===== config.mk =====
export PLATFORM = sky130hd
export DESIGN_NAME = bus_lv1_lv2_arbiter_proc
export DESIGN_NICKNAME = d
export VERILOG_FILES = /design/src/rtl/bus_lv1_lv2_arbiter_proc.sv
export SDC_FILE = /design/constraint.sdc
export NUM_CORES = 1
export LEC_CHECK = 0
export ABC_AREA = 1
export CAP_MARGIN = 10
export CORE_MARGIN = 3
export CORE_UTILIZATION = 35
export CTS_CLUSTER_DIAMETER = 150
export CTS_CLUSTER_SIZE = 16
export DETAILED_ROUTE_END_ITERATION = 12
export SYNTH_ARGS = -nofsm -noshare
export SYNTH_HDL_FRONTEND = slang
export SYNTH_SLANG_ARGS = --single-unit

===== constraint.sdc =====
create_clock -name clk -period 2.2 [get_ports clk]
set_input_delay 0.66 -clock clk [delete_from_list [all_inputs] [get_ports clk]]
set_output_delay 0.66 -clock clk [all_outputs]
set_load 0.05 [all_outputs]

===== src/rtl/bus_lv1_lv2_arbiter_proc.sv =====
// Per-core arbiter for the shared lv1-lv2 bus.
// Resolves bus requests from the L1 instruction cache (IL) and L1 data cache
// (DL): round-robin on ties, grant held while the owner keeps requesting, a
// one-cycle all-idle turnaround between owners, a hold-time watchdog that
// revokes an ownership after MAX_HOLD cycles, and wrapping grant counters.
//
// Ports:
//   clk                      clock, all logic on rising edge
//   rst_n                    synchronous active-low reset
//   bus_lv1_lv2_req_proc_il  request from L1 instruction cache
//   bus_lv1_lv2_req_proc_dl  request from L1 data cache
//   bus_lv1_lv2_gnt_proc_il  registered grant to instruction cache
//   bus_lv1_lv2_gnt_proc_dl  registered grant to data cache
//   bus_lv1_lv2_gnt_proc     registered OR of both grants
//   gnt_cnt_il / gnt_cnt_dl  wrapping count of ownerships granted
//   timeout_err              sticky watchdog revocation flag
module bus_lv1_lv2_arbiter_proc #(
  parameter int unsigned MAX_HOLD = 64,
  parameter int unsigned HOLD_WID = 7,
  parameter int unsigned CNT_WID  = 16
) (
  input  logic               clk,
  input  logic               rst_n,
  input  logic               bus_lv1_lv2_req_proc_il,
  input  logic               bus_lv1_lv2_req_proc_dl,
  output logic               bus_lv1_lv2_gnt_proc_il,
  output logic               bus_lv1_lv2_gnt_proc_dl,
  output logic               bus_lv1_lv2_gnt_proc,
  output logic [CNT_WID-1:0] gnt_cnt_il,
  output logic [CNT_WID-1:0] gnt_cnt_dl,
  output logic               timeout_err
);

  localparam logic [1:0] IDLE   = 2'd0;
  localparam logic [1:0] GNT_IL = 2'd1;
  localparam logic [1:0] GNT_DL = 2'd2;
  localparam logic [1:0] TURN   = 2'd3;

  localparam logic OWN_IL = 1'b0;
  localparam logic OWN_DL = 1'b1;

  logic [1:0]          state_q, state_d;
  logic                last_owner_q, last_owner_d;
  logic [HOLD_WID-1:0] hold_cnt_q, hold_cnt_d;
  logic [CNT_WID-1:0]  cnt_il_q, cnt_il_d;
  logic [CNT_WID-1:0]  cnt_dl_q, cnt_dl_d;
  logic                gnt_il_q, gnt_il_d;
  logic                gnt_dl_q, gnt_dl_d;
  logic                gnt_q, gnt_d;
  logic                timeout_q, timeout_d;

  logic                win_il, win_dl;
  logic                hold_expired;

  always_comb begin
    state_d      = state_q;
    last_owner_d = last_owner_q;
    hold_cnt_d   = hold_cnt_q;
    cnt_il_d     = cnt_il_q;
    cnt_dl_d     = cnt_dl_q;
    timeout_d    = timeout_q;
    gnt_il_d     = 1'b0;
    gnt_dl_d     = 1'b0;

    // On a tie the requester that did not own the bus last wins.
    win_il = bus_lv1_lv2_req_proc_il &&
             (!bus_lv1_lv2_req_proc_dl || (last_owner_q == OWN_DL));
    win_dl = bus_lv1_lv2_req_proc_dl &&
             (!bus_lv1_lv2_req_proc_il || (last_owner_q == OWN_IL));

    // Last permitted cycle of the current ownership; disabled when MAX_HOLD is 0.
    hold_expired = (MAX_HOLD != 0) &&
                   (hold_cnt_q == HOLD_WID'(MAX_HOLD - 1));

    case (state_q)
      IDLE, TURN: begin
        if (win_il) begin
          state_d      = GNT_IL;
          gnt_il_d     = 1'b1;
          last_owner_d = OWN_IL;
          hold_cnt_d   = '0;
          cnt_il_d     = cnt_il_q + CNT_WID'(1);
        end else if (win_dl) begin
          state_d      = GNT_DL;
          gnt_dl_d     = 1'b1;
          last_owner_d = OWN_DL;
          hold_cnt_d   = '0;
          cnt_dl_d     = cnt_dl_q + CNT_WID'(1);
        end else begin
          state_d = IDLE;
        end
      end
      GNT_IL: begin
        if (!bus_lv1_lv2_req_proc_il) begin
          state_d = TURN;
        end else if (hold_expired) begin
          state_d   = TURN;
          timeout_d = 1'b1;
        end else begin
          gnt_il_d   = 1'b1;
          hold_cnt_d = hold_cnt_q + HOLD_WID'(1);
        end
      end
      GNT_DL: begin
        if (!bus_lv1_lv2_req_proc_dl) begin
          state_d = TURN;
        end else if (hold_expired) begin
          state_d   = TURN;
          timeout_d = 1'b1;
        end else begin
          gnt_dl_d   = 1'b1;
          hold_cnt_d = hold_cnt_q + HOLD_WID'(1);
        end
      end
      default: state_d = IDLE;
    endcase

    gnt_d = gnt_il_d | gnt_dl_d;
  end

  always_ff @(posedge clk) begin
    if (!rst_n) begin
      state_q      <= IDLE;
      last_owner_q <= OWN_DL;
      hold_cnt_q   <= '0;
      cnt_il_q     <= '0;
      cnt_dl_q     <= '0;
      gnt_il_q     <= 1'b0;
      gnt_dl_q     <= 1'b0;
      gnt_q        <= 1'b0;
      timeout_q    <= 1'b0;
    end else begin
      state_q      <= state_d;
      last_owner_q <= last_owner_d;
      hold_cnt_q   <= hold_cnt_d;
      cnt_il_q     <= cnt_il_d;
      cnt_dl_q     <= cnt_dl_d;
      gnt_il_q     <= gnt_il_d;
      gnt_dl_q     <= gnt_dl_d;
      gnt_q        <= gnt_d;
      timeout_q    <= timeout_d;
    end
  end

  assign bus_lv1_lv2_gnt_proc_il = gnt_il_q;
  assign bus_lv1_lv2_gnt_proc_dl = gnt_dl_q;
  assign bus_lv1_lv2_gnt_proc    = gnt_q;
  assign gnt_cnt_il              = cnt_il_q;
  assign gnt_cnt_dl              = cnt_dl_q;
  assign timeout_err             = timeout_q;

endmodule


# [After elaboration in Yosys (flattened, before gate mapping)]
# Cells that the tools add are included.
[totals] register_bits=46 inputBits=4 out_inout_bits=36
[op_classes] addsub=3 n_eq_ne=7 n_mux=26 bitwise=3 reduce_logical=15
[op_table] cell="$mux 7" n=5
[op_table] cell="$add 16x1->16 const B" n=2
[op_table] cell="$pmux 7 s3" n=1
[op_table] cell="$mux 1" n=11
[op_table] cell="$mux 2" n=5
[op_table] cell="$reduce_and 3->1" n=3
[op_table] cell="$add 7x1->7 const B" n=1
[op_table] cell="$eq 7x6->1 const B" n=1
[op_table] cell="$pmux 1 s2" n=3
[op_table] cell="$pmux 2 s3" n=1
[op_table] cell="$eq 2x2->1 const B" n=2
[op_table] cell="$ne 2x2->1 const B" n=2
[op_table] cell="$reduce_and 2->1" n=2
[op_table] cell="$reduce_bool 2->1" n=2
[op_table] cell="$ne 3x3->1 const B" n=1
[op_table] cell="$eq 2x1->1 const B" n=1
[op_table] cell="$logic_and 1x1->1" n=2
[op_table] cell="$logic_not 1->1" n=2
[op_table] cell="$logic_not 2->1" n=1
[op_table] cell="$logic_or 1x1->1" n=2
[op_table] cell="$not 1->1" n=2
[op_table] cell="$reduce_or 2->1" n=1
[op_table] cell="$or 1x1->1" n=1

# [Longest topological paths before layout]
[logic_depth] word_depth=7 depth_mapped=10 mapped_depth_nobuf=9

# [Worst setup path before layout]
# OpenSTA, ideal clock, no wires.
[synth_timing] kind="reg-to-reg" startpoint="register cnt_dl_q[0], in the netlist gnt_cnt_dl[0]" endpoint="register cnt_dl_q[14], in the netlist gnt_cnt_dl[14]" setup_ps=117 t_arrival_ps=1566 t_required_ps=2083 setup_slack_ps=517 path_stages_with_launch=9 period_less_slack_ps=1683 path_cell_list="dfxtp_1 -> ha_1 -> nand2_1 -> inv_1 -> nand4_1 -> nor2_2 -> nand3_1 -> nand2_1 -> nor2_1"
[synth_between] elab_chain_cells=1
[synth_lines] element="start, declared" line_no="46" rtl="logic [CNT_WID-1:0] cnt_dl_q, cnt_dl_d;"
[synth_lines] element="start signal, assigned" line_no="137" rtl="cnt_dl_q <= cnt_dl_d;"
[synth_lines] element="$add 16x1->16" line_no="88" rtl="cnt_dl_d = cnt_dl_q + CNT_WID'(1);"
# Every way passes these cells.
# A chain may end at the register's enable or synchronous reset.

# [Worst setup path in the final report]
[layout_timing] startpoint="register cnt_il_q[11], in the netlist gnt_cnt_il[11]" endpoint="output port gnt_cnt_il[11]"
[layout_lines] element="start, declared" line_no="45" rtl="logic [CNT_WID-1:0] cnt_il_q, cnt_il_d;"
[layout_lines] element="start signal, assigned" line_no="136" rtl="cnt_il_q <= cnt_il_d;"
[layout_lines] element="end, declared" line_no="29" rtl="output logic [CNT_WID-1:0] gnt_cnt_il,"
# No word-level cell between the ends.

==> results.sh <==
export IMPL_first_iter_violations=80
export IMPL_die_y_um=87.6
export IMPL_hold_class="reg2reg"
export IMPL_powerDensity_nw_per_um2=642
export IMPL_worst_slew_pin_slew_ns=0.503
export IMPL_r2r_end="gnt_cnt_il[15]"
export IMPL_seqPwrFrac_pct=47.3
export IMPL_cts_root_buf="clkbuf_8"
export IMPL_slowest_stage="clkdlybuf4s50_1"
export IMPL_grt_overflow_total=0
export IMPL_first_global_vias=2011
export IMPL_crit_path_end_kind="output port"
export IMPL_regArea_um2=921
export IMPL_cts_made_buffers=5
export IMPL_syn_area_um2=2330
export IMPL_postSynthAreaPerCell_um2=6.84
export IMPL_nNetsFinal=400
export IMPL_area_delta_synth_final_pct=25.1
export IMPL_synth_fa_ha_area_share_pct=2.68
export IMPL_slew_violations=0
export IMPL_ys_ff_latch=46
export IMPL_start_util_pct=36.5
export IMPL_dpl_cell_count=461
export IMPL_fin_cells=468
export IMPL_hold_depth=2
export IMPL_r2r_start="state_q[0]"
export IMPL_post_cts_buffers=0
export IMPL_io_pins=40
export IMPL_drc=0
export IMPL_max_slew_margin_pct=66.4
export IMPL_crit_family="buffers and inverters"
export IMPL_reg2reg_slack_ns=0.42
export IMPL_clkTransAtPathRegs_ns=0.08
export IMPL_cts_tree="done"
export IMPL_rsz0062_at_grt="no"
export IMPL_dieArea_um2=7680
export IMPL_maxCapViolCount=0
export IMPL_clock_skew_ns=0.00621
export IMPL_rows=29
export IMPL_synth_distinct_cells=29
export IMPL_postRouteAntennaNets=0
export IMPL_p_comb_share_pct=18.6
export IMPL_worstPathMaxFanout=3
export IMPL_drtPass1Iterations=5
export IMPL_crit_type="reg2out"
export IMPL_ctsHtreeMaxLevel=2
export IMPL_cp_start_kind="register"
export IMPL_vdd_drop_max_uv=251
export IMPL_holdWs_ns=0.480
export IMPL_globalplace_congestion=0.813
export IMPL_syn_nets=350
export IMPL_dp_hpwl_um=3810
export IMPL_p_int_mw=1.35
export IMPL_cts_buffer_depth=2
export IMPL_nFillCells=691
export IMPL_multi_input_area_um2=1170
export IMPL_setup_tns_ns=0
export IMPL_drive_above_1_share_pct=16.1
export IMPL_synth_simple_area_share_pct=34.7
export IMPL_min_period_ns=2.13
export IMPL_wl_per_cell_um=11.0
export IMPL_ys_seq_area_share_pct=39.5
export IMPL_synth_compound_area_share_pct=12.5
export IMPL_grt_total_usage_pct=14.4
export IMPL_place_ws_ns=-0.0357
export IMPL_reg2reg_depth=9
export IMPL_yosysWarnings=0
export IMPL_final_cell_mix="61 x nor2_1, 60 x nand2_1, 49 x inv_1"
export IMPL_port_buffer_count=39
export IMPL_syn_inst=341
export IMPL_fin_crit_sh_pct=96.9
export IMPL_leakagePower_nw=1.30
export IMPL_layout_commonest_cell="nor2_1"
export IMPL_fmax_mhz=469
export IMPL_cts_hold_buffers=0
export IMPL_swShare_pct=27.9
export IMPL_grt_max_degree=18
export IMPL_insertion_delay_ns=0.29
export IMPL_setup_violations_final=0
export IMPL_core_region_area_um2=6390
export IMPL_fin_ws_ns=0.0674
export IMPL_synthMuxAreaShare_pct=0
export IMPL_synth_xor_area_share_pct=0.376
export IMPL_antenna_found_initial=0
export IMPL_routed_wl_um=5140
export IMPL_cp_buffers_inverters=1
export IMPL_synth_top_family_by_area="simple AND/OR/NAND/NOR gates"
export IMPL_antennaDiodeCount=0
export IMPL_cts_sinks=46
export IMPL_hold_viol=0
export IMPL_status="finished, final reports clean"
export IMPL_min_to="timeout_err"
export IMPL_cp_arrival_ns=1.47
export IMPL_slowest_delay_ns=0.81
export IMPL_hp_start="timeout_err"
export IMPL_cp_required_ns=1.54
export IMPL_vias=2239
export IMPL_grt_pass1_wl_um=9020
export IMPL_p_sw_mw=0.522
export IMPL_fp_dieW_um=87.6
export IMPL_path_cells="clkdlybuf4s50_1"
export IMPL_via_per_inst=4.78
export IMPL_clkPwrFrac_pct=34.1
[power groups by stage]
| stage | sequential [mW] | combinational, mW | clock, mW |
|---|---|---|---|
| global route | 0.891 | 0.386 | 0.697 |
| floorplan | 0.968 | 0.184 | 0 |
| finish | 0.886 | 0.347 | 0.638 |
| detailed placement | 0.905 | 0.349 | 0 |
| global placement | 0.906 | 0.345 | 0 |
| CTS | 0.886 | 0.351 | 0.663 |
[metrics by stage]
stage / power, mW / util [%] / instance area [µm²]
3_5_place_dp: 1.25 / 43.8 / 2800
2_1_floorplan: 1.15 / - / 2330
6_report: 1.87 / 45.7 / 2920
3_3_place_gp: 1.25 / 43.8 / 2800
4_1_cts: 1.90 / 45.5 / 2910
5_1_grt: 1.97 / 45.7 / 2920
[synth_stat cells]
master	count	area, µm²
nor3b_1	1	7.51
o21bai_2	1	11.3
ha_1	5	62.6
nand4_4	1	21.3
nand3_1	18	90.1
o21ai_1	6	30.0
xor2_1	1	8.76
inv_2	3	11.3
nor3_1	8	40.0
dfxtp_1	46	921
nand2_1	60	225
nand4_1	13	81.3
nor2_1	61	229
nand3_2	2	20.0
o31ai_1	1	7.51
nor2_2	4	25.0
a21oi_1	26	130
o21ai_0	16	80.1
o21ai_2	1	8.76
a21oi_2	1	8.76
a31oi_1	1	6.26
o21bai_1	1	7.51
nand2_2	4	25.0
buf_4	1	7.51
inv_1	49	184
nor2_4	3	33.8
clkbuf_1	4	15.0
buf_6	2	22.5
nor3_2	1	10.0
[layer usage]
| metal | wire, µm | track usage (%) | up-vias | share of wire, % |
|---|---|---|---|---|
| met1 | 2520 | 19.4 | 1000 | 49 |
| met3 | 227 | 3.48 | 6 | 4.4 |
| met4 | 61 | 4.18 | 0 | 1.2 |
| met5 | 0 | 0 | - | 0 |
| li1 | - | - | 1197 | - |
| met2 | 2330 | 22.9 | 36 | 45 |
[cell type report]
cell class              instances  area share, %
repair buffers                 50           14.4
inverters                      52           6.70
multi-input cells             236           40.1
clock buffers                   6           2.83
clock inverters                 1           1.03
well taps                      77           3.30
flip-flops and latches         46           31.6
[worst max path at each step]
| stage | startpoint | to | cells after the start |
|---|---|---|---|
| 2_1_floorplan | gnt_cnt_dl[0] | gnt_cnt_dl[14] | 8 |
| 3_3_place_gp | bus_lv1_lv2_req_proc_dl | gnt_cnt_il[15] | 7 |
| 3_5_place_dp | bus_lv1_lv2_req_proc_dl | gnt_cnt_il[15] | 7 |
| 4_1_cts | gnt_cnt_dl[4] | gnt_cnt_dl[4] | 1 |
| 5_1_grt | gnt_cnt_dl[9] | gnt_cnt_dl[9] | 1 |
| 6_report | gnt_cnt_il[11] | gnt_cnt_il[11] | 1 |
[state kept, by name, indices dropped and copies added, names as in the netlist]
signal,flops
bus_lv1_lv2_gnt_proc,1
bus_lv1_lv2_gnt_proc_dl,1
bus_lv1_lv2_gnt_proc_il,1
gnt_cnt_dl,16
gnt_cnt_il,16
hold_cnt_q,7
last_owner_q,1
state_q,2
timeout_err,1
[timing repair]
item,in CTS,in global routing
endpoints found under the setup margin,0,3
endpoints found under the hold margin,0,0
gates resized for setup,0,3
[cell families (layout without fill, tap and decap cells)]
| kind of cell | Yosys count | count (layout) |
|---|---|---|
| AND/OR/NAND/NOR | 176 | 176 |
| flip-flops | 46 | 46 |
| XOR/XNOR | 1 | 1 |
| adder cells (fa/ha/maj) | 5 | 5 |
| AO/OA/AOI/OAI | 54 | 54 |
| buffers and inverters | 59 | 109 |
Power figures use the tool's default switching activity.
